File: src/rtl/tx_filt_ctrl.sv
// tx_filt_ctrl: symbol upsampler, flush sequencer and double-buffered
// coefficient bank for the 21-tap TX shaping filter.
// Build option: TX_FILT_CTRL_DEFAULT_COEF_EN loads the production RRC set at reset.

module tx_filt_ctrl #(
    parameter int OSR      = 4,
    parameter int NUM_COEF = 11,
    parameter int DATA_W   = 18
) (
    input  logic                       clk,
    input  logic                       reset,
    input  logic                       enable,
    input  logic [DATA_W-1:0]          sym_in,
    input  logic                       sym_valid,
    output logic                       sym_ready,
    input  logic                       coef_wr,
    input  logic [3:0]                 coef_addr,
    input  logic [DATA_W-1:0]          coef_data,
    input  logic                       coef_swap,
    output logic                       coef_pend,
    output logic [NUM_COEF*DATA_W-1:0] coef_act,
    output logic [DATA_W-1:0]          filt_x,
    output logic                       filt_en,
    output logic                       underrun,
    input  logic                       underrun_clr,
    output logic [1:0]                 state
);

    localparam int PH_W = $clog2(OSR);
    localparam int FL_N = 2 * NUM_COEF - 1;
    localparam int FL_W = $clog2(FL_N + 1);

    localparam logic [PH_W-1:0] PH_LAST = PH_W'(OSR - 1);
    localparam logic [FL_W-1:0] FL_LAST = FL_W'(FL_N - 1);

    typedef enum logic [1:0] {
        ST_IDLE  = 2'b00,
        ST_RUN   = 2'b01,
        ST_FLUSH = 2'b10
    } st_t;

    st_t               st;
    st_t               st_nxt;
    logic [PH_W-1:0]   phase;
    logic [PH_W-1:0]   phase_nxt;
    logic [FL_W-1:0]   fcnt;
    logic [FL_W-1:0]   fcnt_nxt;
    logic [DATA_W-1:0] shadow [NUM_COEF];
    logic [DATA_W-1:0] active [NUM_COEF];
    logic              copy;
    logic              miss;

    // Reset contents of both coefficient banks.
    function automatic logic [DATA_W-1:0] rst_coef(input int idx);
        int c;
        case (idx)
`ifdef TX_FILT_CTRL_DEFAULT_COEF_EN
            0:  c = 597;
            1:  c = 1226;
            2:  c = 829;
            3:  c = -1571;
            4:  c = -5216;
            5:  c = -6849;
            6:  c = -2163;
            7:  c = 10902;
            8:  c = 29429;
            9:  c = 45977;
            10: c = 52623;
`endif
            default: c = 0;
        endcase
        return DATA_W'(c);
    endfunction

    assign state = st;

    // Bank swap only where it cannot split a symbol: outside RUN or on its last phase.
    assign copy = coef_pend && ((st != ST_RUN) || (phase == PH_LAST));
    assign miss = sym_ready && !sym_valid;

    // State register with symbol-phase and flush counters.
    always_ff @(posedge clk or negedge reset) begin
        if (!reset) begin
            st    <= ST_IDLE;
            phase <= '0;
            fcnt  <= '0;
        end else begin
            st    <= st_nxt;
            phase <= phase_nxt;
            fcnt  <= fcnt_nxt;
        end
    end

    // Next-state decode; a stop request only takes effect at the end of a symbol.
    always_comb begin
        st_nxt    = st;
        phase_nxt = phase;
        fcnt_nxt  = fcnt;
        sym_ready = 1'b0;
        unique case (st)
            ST_IDLE: begin
                phase_nxt = '0;
                fcnt_nxt  = '0;
                if (enable) begin
                    st_nxt = ST_RUN;
                end
            end
            ST_RUN: begin
                sym_ready = (phase == '0);
                if (phase == PH_LAST) begin
                    phase_nxt = '0;
                    if (!enable) begin
                        st_nxt = ST_FLUSH;
                    end
                end else begin
                    phase_nxt = phase + 1'b1;
                end
            end
            ST_FLUSH: begin
                if (fcnt == FL_LAST) begin
                    fcnt_nxt = '0;
                    st_nxt   = ST_IDLE;
                end else begin
                    fcnt_nxt = fcnt + 1'b1;
                end
            end
            default: begin
                st_nxt = ST_IDLE;
            end
        endcase
    end

    // Filter sample stream: symbol on phase 0, zero-stuffed otherwise.
    always_ff @(posedge clk or negedge reset) begin
        if (!reset) begin
            filt_x   <= '0;
            filt_en  <= 1'b0;
            underrun <= 1'b0;
        end else begin
            filt_en <= (st != ST_IDLE);
            filt_x  <= (sym_ready && sym_valid) ? sym_in : '0;
            if (miss) begin
                underrun <= 1'b1;
            end else if (underrun_clr) begin
                underrun <= 1'b0;
            end
        end
    end

    // Shadow writes and shadow-to-active copy; the copy sees pre-edge shadow.
    always_ff @(posedge clk or negedge reset) begin
        if (!reset) begin
            coef_pend <= 1'b0;
            for (int i = 0; i < NUM_COEF; i++) begin
                shadow[i] <= rst_coef(i);
                active[i] <= rst_coef(i);
            end
        end else begin
            coef_pend <= coef_swap | (coef_pend & ~copy);
            for (int i = 0; i < NUM_COEF; i++) begin
                if (coef_wr && (coef_addr == 4'(i))) begin
                    shadow[i] <= coef_data;
                end
                if (copy) begin
                    active[i] <= shadow[i];
                end
            end
        end
    end

    // Flatten the active bank for the filter.
    always_comb begin
        coef_act = '0;
        for (int i = 0; i < NUM_COEF; i++) begin
            coef_act[i*DATA_W +: DATA_W] = active[i];
        end
    end

endmodule
File: config.mk
export PLATFORM = sky130hd
export DESIGN_NAME = tx_filt_ctrl
export DESIGN_NICKNAME = d
export VERILOG_FILES = /design/src/rtl/tx_filt_ctrl.sv
export SDC_FILE = /design/constraint.sdc
export NUM_CORES = 1
export LEC_CHECK = 0
export ABC_AREA = 1
export CAP_MARGIN = 10
export CORE_AREA = 5 5 208 210
export CTS_CLUSTER_SIZE = 10
export DETAILED_ROUTE_END_ITERATION = 6
export DIE_AREA = 0 0 213 215
export PLACE_DENSITY = 0.68
export REMOVE_ABC_BUFFERS = 1
export SLEW_MARGIN = 20
export SYNTH_ARGS = -nofsm -noshare
export SYNTH_HDL_FRONTEND = slang
export SYNTH_SLANG_ARGS = --single-unit
export TNS_END_PERCENT = 100
File: constraint.sdc
create_clock -name clk -period 1.3 [get_ports clk]
set_input_delay 0.325 -clock clk [delete_from_list [all_inputs] [get_ports clk]]
set_output_delay 0.325 -clock clk [all_outputs]
set_load 0.1 [all_outputs]
==> metrics list <==
- The run finished, with violations left.
- Violations in the final reports: setup timing
* Worst setup margin: -544 ps
* Top cell type's share of synthesized area: 65.6%
* Floorplan row count: 75
- By area the synthesized netlist is led by dfrtp_1, nand2_1, nand3_1.
- After global routing the overflow that remains totals 0.
- Global routing used 24.2% of the available tracks across all layers.
- Clock skew: 17.6 ps
- Crit path cell chain: inv_2 > nor2_4 > nand2_4 > inv_4 > buf_12
- Mapped Cells: 1,713
* Most instantiated library cell after synthesis: nand2_1
- Buffers added on ports: 268
- Most area-hungry cell type in the Yosys netlist: dfrtp_1
- Final routed DRC violation total: 0
- Tightest hold margin: 193 ps
- Synth async-reset ratio: 100%
* Cell Area, Synth: 16,300 um2
- Post-DP HPWL: 32,100 um
- The number of global-route vias before repair came to 14,482.
- Floorplan die area: 45,800 um2
* Area of all placed cells without fillers: 26,000 um2
- Dividing the detail-routed wire length by the instance count gives 20.6 um.
* Standard cell core area: 41,400 um2
- Boundary Pins: 269
* Overall routed net length: 54,800 um
* Slowest cell delay on critical path: 410 ps
- Final critical path time including I/O delays and setup: 1840 ps
* Final hold violation count: 0
- Worst-path clk slew: 60 ps
- TritonCTS built the clock tree.
- Setup repair after global routing could not meet its margin everywhere.
- Of all nets on the critical path, the largest fanout is 2.
- Fraction of layout instances using a drive strength above 1: 27.2%
- Final period utilization: 142%
- Final count of pins violating max slew: 0
- The initial antenna violation count came to 1.
- Final-stage net count: 2,170
- Number of placed instances with taps included: 2,520
* Initial Utilization: 39.3%
- H-tree Lvls: 2
- The synthesized netlist contains 26 unique library cells.
- Data on the critical path is required at its endpoint by 980 ps.
- Based on the critical path, the design can be clocked at up to 0.542 GHz.
* Clock buffer count from CTS: 49
- Total placed instance area: 22,500 um2
* Critical path class: flop to output port
- Worst EP arrival: 1520 ps
- Of the synthesized area, sequential elements account for 65.6%.
* Number of cells in the finished layout apart from fillers: 2,665
- Most instantiated flip-flop cell in the synthesis netlist: dfrtp_1
- Wire length of the first global-routing pass: 86,200 um
- 1st-iter DRT viols: 991
* Vias/cell: 5.20
- Relative to the synthesized area, the layout overhead comes to 59.8%.
- By count the netlist is led by nand2_1, dfrtp_1, nand3_1, o21ai_0, buf_2.
* Clock sink count: 426
- The synthesized design contains 426 register bits.
- Clock latency on the worst-skew pair, taken at its later pin, is 570 ps.
- Pin count of the biggest net entering global routing: 67
* CP Launch Type: flop
- The Yosys step of the flow raised 0 warnings.
* Max Root-Sink Buffers: 3
- Slew Limit Headroom: 62.6%
- For the pin with the worst max-slew slack, the measured transition is 560 ps.
* Number of violations of the max-capacitance limit: 0
- Path category of the worst min-delay check: input port to async pin
- The pre-antenna-repair detailed-routing pass consisted of 5 iterations.
- Aggregate negative setup slack: -117,020 ps
- For this design, the slowest cell found on the critical path is dfrtp_1.
- The synthesized design contains 0 enable-type register cells.
- Setup violations remaining at the end of the flow were counted as 427.
* Weighted congestion at the end of routability-driven global placement: 0.812
- Nature of the critical path endpoint: output port
- Die width: 213 um
- Number of routed nets with antenna violations: 0
- The average instance in the mapped netlist occupies 9.49 um2.
* Via count: 13,848
* Reg2reg setup slack: -510 ps
- The cell sitting at the root of the clock tree is a clkbuf_16.
- In this run the vertical extent of the chip is 215 um.
## layer usage
layer	share of wire, %	global-route usage, %	vias to the layer above
li1	-	-	6320
met1	40	32.2	6886
met2	50	40.0	527
met3	5.9	3.28	115
met4	4.1	10.2	0
met5	0	0	-
## per-stage QoR
stage               setup slack, ps  utilization [%]
floorplan                     -5060                -
global placement               -546             54.4
detailed placement             -558             54.4
CTS                            -600             62.5
global route                   -592             62.8
finish                         -544             62.8
## cell families after synthesis
group                    Yosys count  share of synthesized area, %
XOR/XNOR                           1                        0.0539
flip-flops                       426                          65.6
adder cells (fa/ha/maj)            4                         0.308
AO/OA/AOI/OAI                    204                          6.31
AND/OR/NAND/NOR                  922                          23.5
buffers and inverters            156                          4.24
## path summary, 6_finish.rpt
path                        startpoint       endpoint  depth (start not counted)
max                           state[0]      sym_ready                          5
min                              reset     shadow[59]                          2
max reg2reg                   phase[0]   coef_act[38]                         10
min reg2reg                shadow[158]    shadow[158]                          2
max in group asynchronous        reset  coef_act[144]                          3
min in group clk             sym_in[2]      filt_x[2]                          3
## what timing repair did
action,CTS,global route
setup buffers,48,3
setup endpoints to repair,440,524
cloned,38,0
endpoints found under the hold margin,292,0
pin swaps,7,6
gates resized for setup,136,28
hold buffers,1,0
## placed cells by master, fill, tap and decap left out, types with 2 or more instances in the layout
master           netlist  layout
nand2_1              675     647
dfrtp_1              426     418
buf_12                 0     266
o21ai_0              191     191
nand3_1              201     162
buf_4                  3      84
clkbuf_16              0      51
clkdlybuf4s50_1        0      45
inv_1                 47      43
nand3_2                3      41
nand2_2                9      34
buf_16                 0      31
nor2_1                22      22
buf_6                  3      17
o21ai_1               11      11
bufbuf_16              0      10
inv_2                  5       7
dfrtp_2                0       7
nor2_4                 5       5
buf_8                  0       4
nor2_2                 3       3
nand2_8                0       3
nand2_4                1       2
inv_4                  0       2
nand4_1                2       2
ha_1                   4       2
ha_4                   0       2
inv_6                  0       2
clkbuf_1              32       2
clkbuf_8               0       2
## registers in the layout (all words and copies together) (netlist names), 2 cells and up
register	cells
coef_act	198
fcnt	5
filt_x	18
phase	2
shadow	198
state	2
## critical path: cells and delay by family, from the launching register on
| kind | cells | cell delay (ps) |
|---|---|---|
| flip-flops | 1 | 410 |
| AND/OR/NAND/NOR | 2 | 220 |
| buffers and inverters | 3 | 320 |
## final cells by class
cell class	instances	area (um2)
diodes	1	2.50
clock buffers	55	1310
clock inverters	2	17.5
fillers	3108	15400
inverters	52	200
multi-input cells	1132	5250
flip-flops and latches	426	10700
well taps	539	674
repair buffers	458	7850
Power is left out: the tool's default activity adds up to more than one toggle a clock period on the data nets, which glitch-free logic cannot reach.
